## config.mk

```make
export PLATFORM = sky130hd
export DESIGN_NAME = master_tx_ltssm
export DESIGN_NICKNAME = d
export VERILOG_FILES = /design/src/rtl/ltssm_pkg.sv /design/src/rtl/master_tx_ltssm_os_counter.sv /design/src/rtl/master_tx_ltssm.sv
export SDC_FILE = /design/constraint.sdc
export NUM_CORES = 1
export LEC_CHECK = 0
export ABC_AREA = 0
export ABC_CLOCK_PERIOD_IN_PS = 5500
export BUFFER_PORTS_ARGS = -buffer_cell sky130_fd_sc_hd__clkbuf_2
export CAP_MARGIN = 20
export CORE_UTILIZATION = 45
export DETAILED_ROUTE_END_ITERATION = 12
export GPL_TIMING_DRIVEN = 1
export PLACE_DENSITY_LB_ADDON = 0.05
export REMOVE_ABC_BUFFERS = 1
export SYNTH_ARGS = -nofsm -noshare
export SYNTH_HDL_FRONTEND = slang
export SYNTH_SLANG_ARGS = --single-unit
```

## constraint.sdc

```tcl
create_clock -name clk -period 5.5 [get_ports clk]
set_input_delay 0.55 -clock clk [delete_from_list [all_inputs] [get_ports clk]]
set_output_delay 0.55 -clock clk [all_outputs]
set_load 0.01 [all_outputs]
```

## src/rtl/ltssm_pkg.sv

```systemverilog
// ---------------------------------------------------------------------------
// ltssm_pkg: shared LTSSM substate/ordered-set codes, FSM states and timing
// Rev 1.0
// ---------------------------------------------------------------------------
`default_nettype none

package ltssm_pkg;

  localparam logic [3:0] SUB_DETECT_QUIET  = 4'd0;
  localparam logic [3:0] SUB_DETECT_ACTIVE = 4'd1;
  localparam logic [3:0] SUB_POLL_ACTIVE   = 4'd2;
  localparam logic [3:0] SUB_POLL_CONFIG   = 4'd3;
  localparam logic [3:0] SUB_CFG_LW_START  = 4'd4;
  localparam logic [3:0] SUB_CFG_LW_ACCEPT = 4'd5;
  localparam logic [3:0] SUB_CFG_LN_WAIT   = 4'd6;
  localparam logic [3:0] SUB_CFG_LN_ACCEPT = 4'd7;
  localparam logic [3:0] SUB_CFG_COMPLETE  = 4'd8;
  localparam logic [3:0] SUB_CFG_IDLE      = 4'd9;

  typedef enum logic [2:0] {
    OS_NONE = 3'd0,
    OS_TS1  = 3'd1,
    OS_TS2  = 3'd2,
    OS_IDLE = 3'd3,
    OS_EIOS = 3'd4
  } os_type_e;

  typedef enum logic [2:0] {
    ST_IDLE  = 3'd0,
    ST_SEND  = 3'd1,
    ST_TRAIL = 3'd2,
    ST_DONE  = 3'd3,
    ST_FAIL  = 3'd4
  } fsm_state_e;

  localparam logic [10:0] POLL_TS1_MIN = 11'd1024;
  localparam logic [10:0] CFG_TS1_MIN  = 11'd16;
  localparam logic [4:0]  TRAIL_CNT    = 5'd16;

  localparam logic [5:0] TMR_DETECT_QUIET = 6'd12;
  localparam logic [5:0] TMR_POLL_ACTIVE  = 6'd24;
  localparam logic [5:0] TMR_POLL_CONFIG  = 6'd48;
  localparam logic [5:0] TMR_CFG          = 6'd24;
  localparam logic [5:0] TMR_SHORT        = 6'd2;

  typedef struct packed {
    logic [2:0] os_type;
    logic [5:0] timer;
    logic       elec_idle;
    logic       timer_en;
  } sub_cfg_t;

  // Transmit behaviour applied on entry to SEND for a given substate.
  function automatic sub_cfg_t sub_cfg(input logic [3:0] sub);
    sub_cfg_t c;
    c.os_type   = OS_NONE;
    c.timer     = 6'd0;
    c.elec_idle = 1'b0;
    c.timer_en  = 1'b1;
    case (sub)
      SUB_DETECT_QUIET:  begin c.timer = TMR_DETECT_QUIET; c.elec_idle = 1'b1; end
      SUB_DETECT_ACTIVE: begin c.elec_idle = 1'b1; c.timer_en = 1'b0; end
      SUB_POLL_ACTIVE:   begin c.os_type = OS_TS1; c.timer = TMR_POLL_ACTIVE; end
      SUB_POLL_CONFIG:   begin c.os_type = OS_TS2; c.timer = TMR_POLL_CONFIG; end
      SUB_CFG_LW_START, SUB_CFG_LW_ACCEPT, SUB_CFG_LN_ACCEPT:
                         begin c.os_type = OS_TS1; c.timer = TMR_CFG; end
      SUB_CFG_LN_WAIT:   begin c.os_type = OS_TS1; c.timer = TMR_SHORT; end
      SUB_CFG_COMPLETE:  begin c.os_type = OS_TS2; c.timer = TMR_SHORT; end
      SUB_CFG_IDLE:      begin c.os_type = OS_IDLE; c.timer = TMR_SHORT; end
      default:           c.timer_en = 1'b0;
    endcase
    return c;
  endfunction

endpackage

`default_nettype wire

```

## src/rtl/master_tx_ltssm_os_counter.sv

```systemverilog
// ---------------------------------------------------------------------------
// os_counter: saturating up-counter with synchronous clear; next_o is the
// value the counter takes at the coming edge. Rev 1.0
// ---------------------------------------------------------------------------
`default_nettype none

module os_counter #(
  parameter int WIDTH = 11
) (
  input  logic             clk,
  input  logic             reset,
  input  logic             clr_i,
  input  logic             inc_i,
  output logic [WIDTH-1:0] next_o
);

  logic [WIDTH-1:0] count_q;
  logic [WIDTH-1:0] count_d;

  always_comb begin
    count_d = count_q;
    if (clr_i) begin
      count_d = '0;
    end else if (inc_i && (count_q != '1)) begin
      count_d = count_q + 1'b1;
    end
  end

  always_ff @(posedge clk or negedge reset) begin
    if (!reset) begin
      count_q <= '0;
    end else begin
      count_q <= count_d;
    end
  end

  assign next_o = count_d;

endmodule

`default_nettype wire

```

## src/rtl/master_tx_ltssm.sv

```systemverilog
// ---------------------------------------------------------------------------
// master_tx_ltssm: transmit-side LTSSM master sequencing ordered sets per
// substate. Optional MASTER_TX_FORCE_DETECT_EN adds forceDetect_i. Rev 1.0
// ---------------------------------------------------------------------------
`default_nettype none

module master_tx_ltssm
  import ltssm_pkg::*;
(
  input  logic       clk,
  input  logic       reset,
  input  logic [3:0] substate_i,
  input  logic       request_i,
  input  logic       osSent_i,
  input  logic       rxDone_i,
  input  logic       timeOut_i,
`ifdef MASTER_TX_FORCE_DETECT_EN
  input  logic       forceDetect_i,
`endif
  output logic [2:0] osType_o,
  output logic       txElecIdle_o,
  output logic       rxDetect_o,
  output logic [5:0] setTimer_o,
  output logic       enableTimer_o,
  output logic       resetTimer_o,
  output logic       finish_o,
  output logic [3:0] exitTo_o
);

  fsm_state_e state_q, state_d;
  logic [3:0] sub_q, sub_d;
  logic       start;
  logic       load;
  sub_cfg_t   cfg;
  logic [10:0] os_next;
  logic [4:0]  trail_next;

  logic [2:0] os_type_q;
  logic       elec_idle_q, rx_detect_q, en_timer_q, rst_timer_q, finish_q;
  logic [5:0] set_timer_q;
  logic [3:0] exit_to_q;
`ifdef MASTER_TX_FORCE_DETECT_EN
  logic       abort_q;
`endif

  assign load = (state_q == ST_IDLE) && request_i;
  assign cfg  = sub_cfg(sub_d);

  os_counter #(.WIDTH(11)) u_os_cnt (
    .clk    (clk),
    .reset  (reset),
    .clr_i  (load | start),
    .inc_i  ((state_q == ST_SEND) && osSent_i),
    .next_o (os_next)
  );

  os_counter #(.WIDTH(5)) u_trail_cnt (
    .clk    (clk),
    .reset  (reset),
    .clr_i  (load | start),
    .inc_i  ((state_q == ST_TRAIL) && osSent_i),
    .next_o (trail_next)
  );

  // Success conditions use the post-increment count so the pulse that
  // reaches the threshold finishes the substate in the same cycle.
  always_comb begin
    state_d = state_q;
    sub_d   = sub_q;
    start   = 1'b0;
    case (state_q)
      ST_IDLE: begin
        if (request_i) begin
          sub_d = substate_i;
          if (substate_i > SUB_CFG_IDLE) begin
            state_d = ST_FAIL;
          end else begin
            state_d = ST_SEND;
            start   = 1'b1;
          end
        end
      end
      ST_SEND: begin
        case (sub_q)
          SUB_DETECT_QUIET:  if (timeOut_i) state_d = ST_DONE;
          SUB_DETECT_ACTIVE: state_d = ST_DONE;
          SUB_POLL_ACTIVE: begin
            if (rxDone_i && (os_next >= POLL_TS1_MIN)) state_d = ST_DONE;
            else if (timeOut_i)                        state_d = ST_FAIL;
          end
          SUB_POLL_CONFIG, SUB_CFG_COMPLETE, SUB_CFG_IDLE: begin
            if (rxDone_i)       state_d = ST_TRAIL;
            else if (timeOut_i) state_d = ST_FAIL;
          end
          SUB_CFG_LW_START, SUB_CFG_LW_ACCEPT, SUB_CFG_LN_WAIT, SUB_CFG_LN_ACCEPT: begin
            if (rxDone_i && (os_next >= CFG_TS1_MIN)) state_d = ST_DONE;
            else if (timeOut_i)                       state_d = ST_FAIL;
          end
          default: state_d = ST_FAIL;
        endcase
      end
      ST_TRAIL: begin
        if (trail_next >= TRAIL_CNT) state_d = ST_DONE;
        else if (timeOut_i)          state_d = ST_FAIL;
      end
      default: state_d = ST_IDLE;
    endcase
`ifdef MASTER_TX_FORCE_DETECT_EN
    if (abort_q) begin
      state_d = ST_SEND;
      sub_d   = SUB_DETECT_QUIET;
      start   = 1'b1;
    end
    if (forceDetect_i) begin
      state_d = ST_FAIL;
      start   = 1'b0;
    end
`endif
  end

  always_ff @(posedge clk or negedge reset) begin
    if (!reset) begin
      state_q     <= ST_IDLE;
      sub_q       <= SUB_DETECT_QUIET;
      os_type_q   <= OS_NONE;
      elec_idle_q <= 1'b1;
      rx_detect_q <= 1'b0;
      set_timer_q <= 6'd0;
      en_timer_q  <= 1'b0;
      rst_timer_q <= 1'b1;
      finish_q    <= 1'b0;
      exit_to_q   <= 4'd0;
`ifdef MASTER_TX_FORCE_DETECT_EN
      abort_q     <= 1'b0;
`endif
    end else begin
      state_q     <= state_d;
      sub_q       <= sub_d;
      rx_detect_q <= start && (sub_d == SUB_DETECT_ACTIVE);
      rst_timer_q <= !start;
      finish_q    <= 1'b0;
      exit_to_q   <= 4'd0;
`ifdef MASTER_TX_FORCE_DETECT_EN
      abort_q     <= forceDetect_i;
`endif
      if (load || start) set_timer_q <= cfg.timer;
      case (state_d)
        ST_IDLE: begin
          os_type_q   <= OS_NONE;
          elec_idle_q <= 1'b1;
          en_timer_q  <= 1'b0;
        end
        ST_SEND, ST_TRAIL: begin
          if (start) begin
            os_type_q   <= cfg.os_type;
            elec_idle_q <= cfg.elec_idle;
            en_timer_q  <= cfg.timer_en;
          end
        end
        ST_DONE: begin
          finish_q   <= 1'b1;
          exit_to_q  <= sub_q + 4'd1;
          en_timer_q <= 1'b0;
        end
        default: begin
`ifdef MASTER_TX_FORCE_DETECT_EN
          finish_q    <= !forceDetect_i;
`else
          finish_q    <= 1'b1;
`endif
          os_type_q   <= OS_EIOS;
          elec_idle_q <= 1'b0;
          en_timer_q  <= 1'b0;
        end
      endcase
    end
  end

  assign osType_o      = os_type_q;
  assign txElecIdle_o  = elec_idle_q;
  assign rxDetect_o    = rx_detect_q;
  assign setTimer_o    = set_timer_q;
  assign enableTimer_o = en_timer_q;
  assign resetTimer_o  = rst_timer_q;
  assign finish_o      = finish_q;
  assign exitTo_o      = exit_to_q;

endmodule

`default_nettype wire
```

# Yosys cells after proc, flatten, opt, wreduce, memory -nomap -nowiden
# Index checks and enable logic that the tools add are counted.
dict set report totals {
  in_bits 10
  output_inout_bits 18
  wordCells 103
  ff_bits 41
}
dict set report classes {
  bitwise_logic 2
  n_eq_ne 26
  addsub 3
  muxes 31
  n_lt_le_gt_ge 4
  n_reduce_logical 25
}
# cell count
set ops {}
lappend ops {{4-bit by 3-bit equality test with 1-bit output, second input constant} 8}
lappend ops {{3-bit two-way mux} 9}
lappend ops {{6-bit one-hot mux with 4 select lines} 1}
lappend ops {{11-bit two-way mux} 2}
lappend ops {{3-bit one-hot mux with 3 select lines} 2}
lappend ops {{4-bit by 2-bit equality test with 1-bit output, second input constant} 4}
lappend ops {{4-bit equality test, second input constant} 4}
lappend ops {{3-bit one-hot mux with 5 select lines} 1}
lappend ops {{4-bit two-way mux} 3}
lappend ops {{11-bit by 1-bit adder with 11-bit output, second input constant} 1}
lappend ops {{11-bit greater-or-equal comparator, second input constant} 1}
lappend ops {{11-bit by 5-bit greater-or-equal comparator with 1-bit output, second input constant} 1}
lappend ops {{11-bit != test, second input constant} 1}
lappend ops {{5-bit two-way mux} 2}
lappend ops {{3-bit by 2-bit equality test with 1-bit output, second input constant} 3}
lappend ops {{1-bit two-way mux} 9}
lappend ops {{3-bit OR reduction} 3}
lappend ops {{9-bit OR reduction} 1}
lappend ops {{4-bit by 1-bit equality test with 1-bit output, second input constant} 2}
lappend ops {{1-bit logical AND} 8}
lappend ops {{4-bit logical NOT} 2}
lappend ops {{4-bit OR reduction} 2}
lappend ops {{3-bit by 1-bit equality test with 1-bit output, second input constant} 2}
lappend ops {{3-bit logical NOT} 2}
lappend ops {{15 further kinds} 17}

# Logic depth before layout (Yosys ltp)
dict set report logic_depth {
  word_depth 15
  ltp_mapped 12
  mapped_depth_nobuf 12
}

# Modules after synthesis
# Synthesis repeated with hierarchy kept, for this count alone.
dict set report hier_totals {
  cells_unflattened 238
  area_unflattened_um2 2344.7
}
# mod seq_area_each_um2 instances area_per_inst_um2 cells_per_inst
set by_module_without_submodules {}
lappend by_module_without_submodules {master_tx_ltssm 603.1 1 1456.4 153}
lappend by_module_without_submodules {{os_counter at u_os_cnt} 275.3 1 630.6 60}
lappend by_module_without_submodules {{os_counter at u_trail_cnt} 125.1 1 257.7 25}

# Least setup slack after synthesis
# OpenSTA, ideal clock, no wires.
dict set report synth_timing {
  path_kind {reg-to-reg}
  from {reg u_trail_cnt.count_q[0]}
  to {reg os_type_q[1], in the netlist osType_o[1]}
  path_slack_ps 2567
  path_stages_with_launch 12
  t_required_ps 5378
  t_arrival_ps 2812
  synth_period_minus_slack_ps 2933
  cell_sequence {dfrtp_1 ha_1 and3_1 ha_1 nor4b_2 mux2i_1 nor2_1 nor2_1 o221ai_1 o22ai_1 mux2_4 a32o_1}
}
dict set report synth_between {
  elab_chain_len 11
  elab_cells_between_ends 17
  cone_classes {1 x add/sub; 1 x order compare; 5 x eq/ne; 5 x mux; 1 x bitwise; 4 x reduce/logical}
}
# element line_no
set synth_rtl {}
lappend synth_rtl {{start: declaration} master_tx_ltssm_os_counter.sv:17} ;# logic [WIDTH-1:0] count_q;
lappend synth_rtl {{start signal: assignment} master_tx_ltssm_os_counter.sv:33} ;# count_q <= count_d;
lappend synth_rtl {{branches (longest 2 deep; another with 5-bit by 1-bit adder with 5-bit output)} -}
lappend synth_rtl {{5-bit two-way mux *} master_tx_ltssm_os_counter.sv:24} ;# end else if (inc_i && (count_q != '1)) begin
lappend synth_rtl {{5-bit two-way mux *} master_tx_ltssm_os_counter.sv:22} ;# if (clr_i) begin
lappend synth_rtl {{net trail_next[4]} master_tx_ltssm.sv:36} ;# logic [4:0] trail_next;
lappend synth_rtl {{5-bit greater-or-equal comparator *} master_tx_ltssm.sv:103} ;# if (trail_next >= TRAIL_CNT) state_d = ST_DONE;
lappend synth_rtl {{3-bit two-way mux *} master_tx_ltssm.sv:103}
lappend synth_rtl {{3-bit one-hot mux with 3 select lines *} master_tx_ltssm.sv:71} ;# case (state_q)
lappend synth_rtl {{3-bit by 1-bit equality test with 1-bit output / 3-bit by 2-bit equality test with 1-bit output (equally long branches)} master_tx_ltssm.sv:147} ;# case (state_d)
lappend synth_rtl {{2-bit OR reduction} master_tx_ltssm.sv:147}
lappend synth_rtl {{2-bit != test (no line)} -}
lappend synth_rtl {{2-bit AND reduction (no line)} -}
lappend synth_rtl {{end signal: assignment} master_tx_ltssm.sv:155} ;# os_type_q <= cfg.os_type;
lappend synth_rtl {{end: declaration} master_tx_ltssm.sv:38} ;# logic [2:0] os_type_q;
# Mark *: on every way through the listed nets, which the timed path passes.
# A chain may end at the register's enable or synchronous reset.

# Worst setup path after layout
dict set report layout_timing {
  from {reg state_q[1]}
  to {reg os_type_q[1], in the netlist osType_o[1]}
}
dict set report layout_between {
  elab_chain_len 14
  elab_cells_between_ends 50
  cone_classes {3 x order compare; 14 x eq/ne; 18 x mux; 2 x bitwise; 13 x reduce/logical}
}
# element line_no
set layout_rtl {}
lappend layout_rtl {{start: declaration} master_tx_ltssm.sv:30} ;# fsm_state_e state_q, state_d;
lappend layout_rtl {{start signal: assignment} master_tx_ltssm.sv:137} ;# state_q <= state_d;
lappend layout_rtl {{3-bit by 1-bit equality test with 1-bit output} {master_tx_ltssm.sv:53, master_tx_ltssm.sv:71}}
lappend layout_rtl {{1-bit logical AND} master_tx_ltssm.sv:53} ;# .inc_i ((state_q == ST_SEND) && osSent_i),
lappend layout_rtl {{1-bit logical AND} master_tx_ltssm_os_counter.sv:24}
lappend layout_rtl {{11-bit two-way mux} master_tx_ltssm_os_counter.sv:24}
lappend layout_rtl {{11-bit two-way mux} master_tx_ltssm_os_counter.sv:22}
lappend layout_rtl {{11-bit by 5-bit greater-or-equal comparator with 1-bit output / 11-bit greater-or-equal comparator (equally long branches)} {master_tx_ltssm.sv:96, master_tx_ltssm.sv:88}}
lappend layout_rtl {{1-bit logical AND (on tied branches)} {master_tx_ltssm.sv:96, master_tx_ltssm.sv:88}}
lappend layout_rtl {{3-bit two-way mux (on tied branches)} {master_tx_ltssm.sv:96, master_tx_ltssm.sv:88}}
lappend layout_rtl {{3-bit one-hot mux with 5 select lines} master_tx_ltssm.sv:84} ;# case (sub_q)
lappend layout_rtl {{3-bit one-hot mux with 3 select lines} master_tx_ltssm.sv:71}
lappend layout_rtl {{3-bit by 1-bit equality test with 1-bit output / 3-bit by 2-bit equality test with 1-bit output (equally long branches)} master_tx_ltssm.sv:147}
lappend layout_rtl {{2-bit OR reduction} master_tx_ltssm.sv:147}
lappend layout_rtl {{2-bit != test (no line)} -}
lappend layout_rtl {{2-bit AND reduction (no line)} -}
# Several ways; a longest one is shown, not always the timed one. The select of a mux whose other input is x is not followed.

==> out/qor.csv <==
stage,metric,value,unit
outcome,outcome,finished clean,
placement,gp_congestion,0.895,
logic_synthesis,synth_edf_count,0,
power,switchingPower,0.467,mW
power,p_comb_share,42.7,%
floorplan,core-area,4850,sq um
cts,cts_made_buffers,5,
logic_synthesis,synth_cell_type_count,69,
setup_path,worstPathArrival,3640,ps
power,switching_share,42.5,%
timing,rsz0062_at_grt,no,
layout,nets,289,
setup_path,cp.required,5700,ps
power,intPower,0.632,mW
setup_path,reg2reg_setup_slack,2050,ps
timing,slew_headroom,42.9,%
floorplan,rows,25,
global_route,grt_max_degree,41,
timing,tightest_slew,852,ps
power,pwr-share-seq,38.7,%
timing,timing.final.crit_share,62.6,%
setup_path,worstPathMaxFanout,16,
cts,cts_resized,0,
global_route,grt_use_total,20.6,%
logic_synthesis,synthArstFlopShare,100,%
setup_path,cp_slowest_cell,or4b_1,
setup_path,max_stage_delay,870,ps
cts,path_clk_slew,90,ps
cts,cts_hold_buffers,0,
power,clockPowerShare,18.5,%
setup_path,worstPathCellList,or4b_1 > nand2_2 > a21oi_2 > or4b_4 > o31ai_1 > a21oi_1 > o22ai_1 > mux2_4 > a32o_1,
route,drc,0,
timing,fin_hold_ws,214,ps
route,routed_wl,5000,microns
floorplan,start_util,47.9,%
layout,fill_cells,471,
floorplan,die_w,73.9,microns
global_route,grt_antenna_before_repair,0,
setup_path,rr_worst_depth,9,
route,vias,1892,
route,ant_nets,0,
worst_hold_path,min_path_type,input pin to asynchronous set/reset pin,
global_route,grt.overflow.total,0,
setup_path,reg2reg_to,osType_o[1],
logic_synthesis,synthTopCellsByCount,"38 x dfrtp_1, 27 x nand2_1, 26 x nor2_1, 15 x inv_1, 13 x o21ai_0",
cts,cts_tree,yes,
timing,fmax,290,MHz
flow_run,drv_cap,0,
logic_synthesis,yosysWarningCount,0,
logic_synthesis,syn_avg_cell_area,9.41,sq um
route,vias_per_cell,5.56,
logic_synthesis,synthFlopType,dfrtp_1,
layout,final_cells,340,
cts,clock_path_buffers,2,
setup_path,criticalPathCategory,flip-flop to flip-flop,
setup_path,start_kind,flip-flop,
setup_path,cp-end-kind,flip-flop,
timing,setup_ws,2050,ps
setup_path,rr_startpoint,state_q[1],
layout,layout-drive-gt1-share,20.1,%
power,p_per_area,420,nW/um^2
placement,dp_cells,331,
logic_synthesis,synth_top_cells_by_area,"dfrtp_1 41%, nand2_1 4.4%, nor2_1 4.2%",
layout,syn_to_final_growth,12.4,%
timing,timing.setup.tns,0,ps
timing,setup_viol,0,
cts,cts.sinks,40,
floorplan,die_height,73.9,microns
route,routedWlPerCell,14.7,microns
layout,antenna_cells,0,
setup_path,startpoint,state_q[1],
cts,clkLatencyLatePin,300,ps
timing,min_period,3450,ps
placement,io_buffers,26,
placement,dp_hpwl,3710,microns
global_route,grt_pass1_wl,8450,microns
timing,slew_viol_final,0,
power,leakagePower,1.24,nW
timing,hold_violations,0,
logic_synthesis,syn_inst,247,
cts,post_cts_buffers,0,
logic_synthesis,yosysMostFrequentCell,dfrtp_1,
logic_synthesis,ys_ff_latch,40,
logic_synthesis,yosysTopAreaCell,dfrtp_1,
logic_synthesis,synth_top_cell_area_share,40.9,%
cts,cts-root-buf,clkbuf_8,
timing,finClkSkew,7.53,ps
cts,cts.htree.levels,2,
placement,pre_cts_ws,2060,ps
route,dr.pass1.iters,4,
power,peakVddDrop,0.000231,V
floorplan,ioPinCount,28,
floorplan,dieArea,5460,sq um
route,drtIter0Drc,94,
logic_synthesis,synth_seq_area_share,43.2,%
logic_synthesis,syn-cell-area,2320,sq um
global_route,grt_pass1_vias,1791,
==> how the worst max path moves through the flow <==
stage | to | cells after the start
finish | osType_o[1] | 9
global route | txElecIdle_o | 9
CTS | osType_o[1] | 9
detailed placement | osType_o[1] | 10
global placement | osType_o[1] | 10
floorplan | osType_o[1] | 8
==> power by group through the flow <==
stage | logic [mW] | clock network (mW) | registers [mW]
2_1_floorplan | 0.321 | 0 | 0.432
3_3_place_gp | 0.471 | 0 | 0.430
3_5_place_dp | 0.467 | 0 | 0.431
4_1_cts | 0.469 | 0.211 | 0.426
5_1_grt | 0.532 | 0.219 | 0.436
6_report | 0.470 | 0.203 | 0.426
==> critical path: cells and delay by family (launching register included) <==
kind / cells / cell delay, ps
AOI/OAI and AO/OA: 5 / 890
DFF: 1 / 520
muxes: 1 / 350
and+or+nand+nor: 3 / 1580
==> cells by family after synthesis <==
family / count (synthesis) / synth area share, %
adder cells (fa/ha/maj): 7 / 3.77
XOR/XNOR: 8 / 3.01
buffers and inverters: 25 / 4.68
flip-flops: 40 / 43.2
AND/OR/NAND/NOR: 106 / 25.9
other: 1 / 0.161
AO/OA/AOI/OAI: 55 / 17.0
multiplexers: 5 / 2.37
==> cell usage in the layout, fill, tap and decap left out, drive strengths merged, types with 5 or more instances in the layout <==
master / Yosys / final
a21oi: 8 / 8
nand3: 6 / 6
dfrtp: 38 / 38
xor2: 5 / 5
ha: 7 / 7
o21ai: 14 / 14
and2: 6 / 6
inv: 15 / 15
nor4: 6 / 6
nor3: 6 / 6
nor2: 26 / 26
nand2: 28 / 28
clkbuf: 5 / 31
==> stage by stage <==
stage	power [mW]	util, %	instance area [sq um]
after CTS	1.11	53.3	2590
after global routing	1.19	53.9	2610
after global placement	0.901	51.4	2490
after floorplan	0.753	-	2270
final	1.10	53.9	2610
after detailed placement	0.898	51.4	2490
==> layer usage <==
metal	part of all wire (%)	GRT usage, %
met1	46	26.9
met2	48	33.1
met3	3.6	4.12
met4	2.4	9.19
met5	0	0
==> layout make-up <==
cell class | count | area [sq um] | area share [%]
timing repair buffer | 28 | 165 | 6.32
multi-input combinational | 182 | 1210 | 46.4
inverter | 15 | 56.3 | 2.15
sequential | 40 | 1000 | 38.4
clock inverter | 3 | 23.8 | 0.910
clock buffer | 5 | 68.8 | 2.63
tap | 67 | 83.8 | 3.21
==> flip-flops by register name, indices dropped and copies added, names as in the netlist, 3 cells and up <==
signal               cells
u_os_cnt.count_q        11
sub_q                    4
state_q                  3
exitTo_o                 4
u_trail_cnt.count_q      5
osType_o                 3
setTimer_o               5
No activity file was read; power rests on OpenSTA's default activity.
